`src/rtl/if_id_stage_pkg.sv`:
```
// Shared RV32I+Zicsr decode constants for the IF/ID boundary and the immediate generator.
package if_id_stage_pkg;

  localparam logic [6:0] OPC_LOAD   = 7'b0000011;
  localparam logic [6:0] OPC_OP_IMM = 7'b0010011;
  localparam logic [6:0] OPC_AUIPC  = 7'b0010111;
  localparam logic [6:0] OPC_STORE  = 7'b0100011;
  localparam logic [6:0] OPC_OP     = 7'b0110011;
  localparam logic [6:0] OPC_LUI    = 7'b0110111;
  localparam logic [6:0] OPC_BRANCH = 7'b1100011;
  localparam logic [6:0] OPC_JALR   = 7'b1100111;
  localparam logic [6:0] OPC_JAL    = 7'b1101111;
  localparam logic [6:0] OPC_SYSTEM = 7'b1110011;

  localparam logic [2:0] F3_SLL    = 3'b001;
  localparam logic [2:0] F3_SR     = 3'b101;
  localparam logic [2:0] F3_CSRRW  = 3'b001;
  localparam logic [2:0] F3_CSRRWI = 3'b101;

  localparam logic [31:0] NOP_INST = 32'h0000_0013;

  typedef enum logic [2:0] {
    IMM_I     = 3'd0,
    IMM_S     = 3'd1,
    IMM_B     = 3'd2,
    IMM_U     = 3'd3,
    IMM_J     = 3'd4,
    IMM_CSRI  = 3'd5,
    IMM_CSR   = 3'd6,
    IMM_SHAMT = 3'd7
  } imm_sel_e;

  typedef struct packed {
    imm_sel_e imm_sel;
    logic     rf_we;
    logic     mem_we;
    logic     is_load;
    logic     is_branch;
    logic     is_jump;
    logic     csr_we;
    logic     a_sel;
    logic     b_sel;
    logic     illegal;
  } ctrl_t;

endpackage

```
`src/rtl/if_id_stage_inst_decoder.sv`:
```
// Combinational decode of a raw instruction into the ID-side control bundle.
module inst_decoder
  import if_id_stage_pkg::*;
(
  input  logic [31:0] inst,
  output ctrl_t       ctrl
);

  logic [6:0] opcode;
  logic [2:0] funct3;
  logic       unused_fields;

  assign opcode        = inst[6:0];
  assign funct3        = inst[14:12];
  assign unused_fields = ^{inst[31:15], inst[11:7]};

  always_comb begin
    ctrl.imm_sel   = IMM_I;
    ctrl.rf_we     = 1'b0;
    ctrl.mem_we    = 1'b0;
    ctrl.is_load   = 1'b0;
    ctrl.is_branch = 1'b0;
    ctrl.is_jump   = 1'b0;
    ctrl.csr_we    = 1'b0;
    ctrl.a_sel     = 1'b0;
    ctrl.b_sel     = 1'b1;
    ctrl.illegal   = 1'b0;
    case (opcode)
      OPC_OP_IMM: begin
        ctrl.rf_we = 1'b1;
        if (funct3 == F3_SLL || funct3 == F3_SR) ctrl.imm_sel = IMM_SHAMT;
      end
      OPC_LOAD: begin
        ctrl.rf_we   = 1'b1;
        ctrl.is_load = 1'b1;
        if (funct3 == 3'b011 || funct3 == 3'b110 || funct3 == 3'b111) ctrl.illegal = 1'b1;
      end
      OPC_JALR: begin
        ctrl.rf_we   = 1'b1;
        ctrl.is_jump = 1'b1;
        if (funct3 != 3'b000) ctrl.illegal = 1'b1;
      end
      OPC_STORE: begin
        ctrl.imm_sel = IMM_S;
        ctrl.mem_we  = 1'b1;
        if (funct3[2] || funct3 == 3'b011) ctrl.illegal = 1'b1;
      end
      OPC_BRANCH: begin
        ctrl.imm_sel   = IMM_B;
        ctrl.is_branch = 1'b1;
        ctrl.a_sel     = 1'b1;
        ctrl.b_sel     = 1'b0;
        if (funct3 == 3'b010 || funct3 == 3'b011) ctrl.illegal = 1'b1;
      end
      OPC_LUI: begin
        ctrl.imm_sel = IMM_U;
        ctrl.rf_we   = 1'b1;
      end
      OPC_AUIPC: begin
        ctrl.imm_sel = IMM_U;
        ctrl.rf_we   = 1'b1;
        ctrl.a_sel   = 1'b1;
      end
      OPC_JAL: begin
        ctrl.imm_sel = IMM_J;
        ctrl.rf_we   = 1'b1;
        ctrl.is_jump = 1'b1;
        ctrl.a_sel   = 1'b1;
      end
      OPC_OP: begin
        ctrl.rf_we = 1'b1;
        ctrl.b_sel = 1'b0;
      end
      OPC_SYSTEM: begin
        if (funct3 == F3_CSRRW) begin
          ctrl.imm_sel = IMM_CSR;
          ctrl.rf_we   = 1'b1;
          ctrl.csr_we  = 1'b1;
        end else if (funct3 == F3_CSRRWI) begin
          ctrl.imm_sel = IMM_CSRI;
          ctrl.rf_we   = 1'b1;
          ctrl.csr_we  = 1'b1;
        end else begin
          ctrl.illegal = 1'b1;
        end
      end
      default: ctrl.illegal = 1'b1;
    endcase
  end

endmodule

```
`src/rtl/if_id_stage.sv`:
```
// IF/ID boundary: tracks PC/valid of the arriving BRAM word, holds it across stalls, squashes on flush.
module if_id_stage #(
  parameter logic [31:0] RESET_PC = 32'h4000_0000,
  parameter logic [31:0] NOP_INST = if_id_stage_pkg::NOP_INST
) (
  input  logic        clk,
  input  logic        rst,
  input  logic [31:0] pc_in,
  input  logic        fetch_valid,
  input  logic [31:0] imem_dout,
  input  logic        stall,
  input  logic        flush,
  output logic [31:0] inst_out,
  output logic [31:0] pc_out,
  output logic        valid_out,
  output logic [2:0]  imm_sel,
  output logic        rf_we,
  output logic        mem_we,
  output logic        is_load,
  output logic        is_branch,
  output logic        is_jump,
  output logic        csr_we,
  output logic        a_sel,
  output logic        b_sel,
  output logic        illegal
);

  import if_id_stage_pkg::*;

  logic [31:0] pc_q;
  logic        valid_q;
  logic [31:0] hold_q;
  logic        hold_v;
  logic [31:0] raw;
  ctrl_t       ctrl;

  // BRAM output changes every cycle, so the first stalled cycle snapshots it.
  always_ff @(posedge clk) begin
    if (rst) begin
      pc_q    <= RESET_PC;
      valid_q <= 1'b0;
      hold_q  <= NOP_INST;
      hold_v  <= 1'b0;
    end else if (flush) begin
      pc_q    <= pc_in;
      valid_q <= 1'b0;
      hold_v  <= 1'b0;
    end else if (stall) begin
      if (!hold_v) begin
        hold_q <= imem_dout;
        hold_v <= 1'b1;
      end
    end else begin
      pc_q    <= pc_in;
      valid_q <= fetch_valid;
      hold_v  <= 1'b0;
    end
  end

  assign raw       = hold_v ? hold_q : imem_dout;
  assign valid_out = valid_q & ~flush;
  assign inst_out  = valid_out ? raw : NOP_INST;
  assign pc_out    = pc_q;

  inst_decoder u_dec (
    .inst (inst_out),
    .ctrl (ctrl)
  );

  // inst_out is already NOP when invalid, so only the side-effect flags need gating.
  assign imm_sel   = ctrl.imm_sel;
  assign a_sel     = ctrl.a_sel;
  assign b_sel     = ctrl.b_sel;
  assign rf_we     = valid_out & ctrl.rf_we & ~ctrl.illegal;
  assign mem_we    = valid_out & ctrl.mem_we & ~ctrl.illegal;
  assign is_load   = valid_out & ctrl.is_load;
  assign is_branch = valid_out & ctrl.is_branch;
  assign is_jump   = valid_out & ctrl.is_jump;
  assign csr_we    = valid_out & ctrl.csr_we;
  assign illegal   = valid_out & ctrl.illegal;

endmodule

```
`config.mk`:
```
export PLATFORM = sky130hd
export DESIGN_NAME = if_id_stage
export DESIGN_NICKNAME = d
export VERILOG_FILES = /design/src/rtl/if_id_stage_pkg.sv /design/src/rtl/if_id_stage_inst_decoder.sv /design/src/rtl/if_id_stage.sv
export SDC_FILE = /design/constraint.sdc
export NUM_CORES = 1
export LEC_CHECK = 0
export CAP_MARGIN = 10
export CORE_MARGIN = 2
export CORE_UTILIZATION = 35
export CTS_CLUSTER_SIZE = 24
export DETAILED_ROUTE_END_ITERATION = 16
export PLACE_DENSITY = 0.77
export SYNTH_ARGS = -nofsm -noshare
export SYNTH_HDL_FRONTEND = slang
export SYNTH_HIERARCHICAL = 1
export SYNTH_SLANG_ARGS = --single-unit
```
`constraint.sdc`:
```
create_clock -name clk -period 13.4 [get_ports clk]
set_clock_uncertainty 0.05 [all_clocks]
set_input_delay 4.02 -clock clk [delete_from_list [all_inputs] [get_ports clk]]
set_output_delay 4.02 -clock clk [all_outputs]
set_load 0.1 [all_outputs]
```
==> results of run 1 <==
-- registers in the layout, summed over array words and instances (netlist names) --
register,count
pc_out,32
hold_q,32
hold_v,1
valid_q,1
-- synth_stat cells (2+ instances only) --
| master | number | share of area (%) |
|---|---|---|
| dfxtp_1 | 66 | 41 |
| nor3_2 | 3 | 0.93 |
| nor2b_1 | 3 | 0.58 |
| nand2b_1 | 4 | 0.77 |
| clkbuf_1 | 12 | 1.4 |
| and2_1 | 6 | 1.2 |
| inv_1 | 3 | 0.35 |
| nor3b_1 | 2 | 0.46 |
| nor3_1 | 7 | 1.1 |
| inv_2 | 2 | 0.23 |
| buf_6 | 7 | 2.4 |
| nand2_1 | 127 | 15 |
| o21ai_0 | 3 | 0.46 |
| nor2_1 | 39 | 4.5 |
| and3_1 | 2 | 0.39 |
| mux2i_1 | 33 | 10 |
| buf_4 | 2 | 0.46 |
| buf_2 | 14 | 2.2 |
| a32oi_1 | 2 | 0.54 |
| a21oi_1 | 64 | 9.9 |
-- through the flow --
step | std cells | power (uW)
floorplan | 423 | 301
global placement | 648 | 341
detailed placement | 648 | 343
CTS | 664 | 504
global route | 665 | 520
finish | 665 | 496
-- cells in the final DEF (no fill, tap or decap), types with 6 or more instances in the layout --
cell type / netlist / routed
nor3_1: 7 / 7
clkbuf_8: 0 / 9
and2_1: 6 / 6
nand2_1: 127 / 127
dfxtp_1: 66 / 65
buf_4: 2 / 7
clkdlybuf4s50_1: 0 / 141
a21oi_1: 64 / 64
nor2_1: 39 / 39
mux2i_1: 33 / 33
-- power groups by stage --
stage	Combinational, uW	Clock (uW)	Sequential, uW
after floorplan	42.6	0	259
after global placement	123	0	218
after detailed placement	124	0	218
after CTS	125	165	214
after global routing	131	174	215
final	124	158	214
-- critical path, delay by kind of cell --
kind          cells  cell delay [ns]
simple gates      6             2.17
buf+inv           3             2.02
-- area by class of cell --
type / count / area share, %
multi-input cells: 317 / 35.0
repair buffers: 150 / 30.6
flip-flops and latches: 66 / 27.3
well taps: 111 / 2.86
clock buffers: 11 / 2.71
clock inverters: 5 / 1.14
inverters: 5 / 0.387
-- final timing paths --
path	from	end	slack, ns	cells past startpoint
worst min register to register	pc_out[27]	pc_out[27]	0.40	2
worst min-delay path	pc_out[27]	pc_out[27]	0.40	2
worst max-delay path	flush	illegal	1.10	9
worst max register to register	hold_v	hold_q[17]	10.91	3
-- routing by layer --
metal  vias up  track usage [%]  share of wire, %
li1       1642                -                 -
met2       117             29.0                47
met5         -                0                 0
met3         9             6.96               8.8
met4         0             5.16               1.1
met1      1536             21.7                43
-- cell families after synthesis --
family | after synthesis
muxes | 33
DFF | 66
AOI/OAI and AO/OA | 77
buffers and inverters | 40
and+or+nand+nor | 205
xor gates and xnor gates | 2
==> impl_metrics.py, run 1 <==
metrics = {
    "run_status": {
        "outcome": "finished, final reports clean",
    },
    "global_routing": {
        "grt_pass1_vias": 3132,
        "grt-ovfl-total": 0,
        "gr-usage-all-layers_pct": 17.8,
        "grt_pass1_wl_um": 14400,
        "antenna_found_initial": 0,
        "grt_max_degree": 70,
    },
    "run": {
        "drv_cap": 0,
    },
    "power": {
        "vdd_drop_max_v": 0.0000775,
        "internal-power_uw": 334,
        "p_seq_share_pct": 43.2,
        "p_sw_uw": 161,
        "swShare_pct": 32.5,
        "clkPwrFrac_pct": 31.8,
        "p_per_area_mw_per_mm2": 102,
        "combPwrFrac_pct": 25.1,
        "p_leak_uw": 0.00179,
    },
    "routing": {
        "drcViolationCount": 0,
        "dr.pass1.iters": 4,
        "wl_per_cell_um": 13.6,
        "routed_wl_um": 9030,
        "routed-via-count": 3304,
        "final_antenna_net_count": 0,
        "drt_iter0_drc": 97,
        "vias_per_cell": 4.97,
    },
    "sta": {
        "fmax_ghz": 0.0813,
        "hold_violations": 0,
        "holdWs_ns": 0.403,
        "tightest_slew_ns": 1.12,
        "finalSetupViolCount": 0,
        "grt_setup_unrepaired": "no",
        "tns_ns": 0,
        "slew_viol_final": 0,
        "fin_crit_sh_pct": 91.8,
        "layout_setup_ws_ns": 1.10,
        "fin_crit_ns": 12.30,
        "max_slew_margin_pct": 25.1,
    },
    "worst_setup_path": {
        "crit_required_ns": 9.33,
        "critPathArrivalTime_ns": 8.23,
        "crit_path_end_kind": "output pin",
        "crit_type": "input pin to output pin",
        "slowest_delay_ns": 1.13,
        "worst_setup_path_start_kind": "input pin",
        "cp_common_cell": "clkdlybuf4s50_1",
        "slowest_stage": "clkdlybuf4s50_1",
        "cp_max_fo": 18,
        "path_cells": "clkdlybuf4s50_1, nand2b_1, buf_4, nor2_1, nor4b_2, nor4b_1, or4_1, and2_1, clkdlybuf4s50_1",
    },
    "final_layout": {
        "final_core_util_pct": 53.2,
        "seq_area_mm2": 0.00132,
        "layout-drive-gt1-share_pct": 6.32,
        "fin_nets": 618,
        "fill_cells": 874,
        "multi_input_area_mm2": 0.00170,
        "antenna_cells": 0,
        "area_delta_synth_final_pct": 49.7,
        "final_cell_area_mm2": 0.00485,
    },
    "synth": {
        "yosysSeqAreaShare_pct": 40.8,
        "synth-seq-cells": 66,
        "synth_cell_types": 42,
        "yosysWarnings": 6,
        "synthAdderAreaFrac_pct": 0,
        "muxShareOfSynthArea_pct": 10.2,
        "ys.flop_type": "dfxtp_1",
        "synth_cells": 423,
        "syn-num-nets": 492,
        "synth_compound_area_share_pct": 12.8,
        "synth_area_per_cell_um2": 7.66,
        "synthArstFlopShare_pct": 0,
        "synth_top_family_by_area": "simple AND/OR/NAND/NOR gates",
        "synth_edf_count": 0,
        "synth_area_mm2": 0.00324,
        "synth_xor_area_share_pct": 0.541,
        "synth-simple-area-share_pct": 28.7,
    },
    "floorplan": {
        "row_count": 35,
        "io-pin-count": 146,
        "start_util_pct": 35.5,
        "die_y_um": 100,
        "die_area_mm2": 0.0100,
        "fp.dieW_um": 100,
        "fp.coreArea_mm2": 0.00911,
    },
    "place": {
        "port_buffers": 145,
        "dp.final_hpwl_um": 6360,
        "place_area_mm2": 0.00465,
        "place_ws_ns": 1.17,
        "place_congestion": 0.992,
    },
    "clocking": {
        "clockBufferDepth": 2,
        "cts-root-buf": "clkbuf_8",
        "cts_buffers": 9,
        "cts_hold_buf": 0,
        "cts.reportedPaths.clkPinSlew_ns": 0.07,
        "cts_sinks": 66,
        "h-tree-depth": 3,
        "cts_resized": 0,
        "cts_setup_buffers": 0,
        "cts_tree": "yes",
        "clock_latency_ns": 0.32,
    },
    "hold_path": {
        "hold_class": "flip-flop to flip-flop",
    },
}
(Power assumes the default switching activity.)
==> inputs of run 2 (changes only) <==
Settings changed: SKIP_LAST_GASP set to 1.
==> results of run 2 <==
Final layout, timing and power as in run 1 (identical DEF).
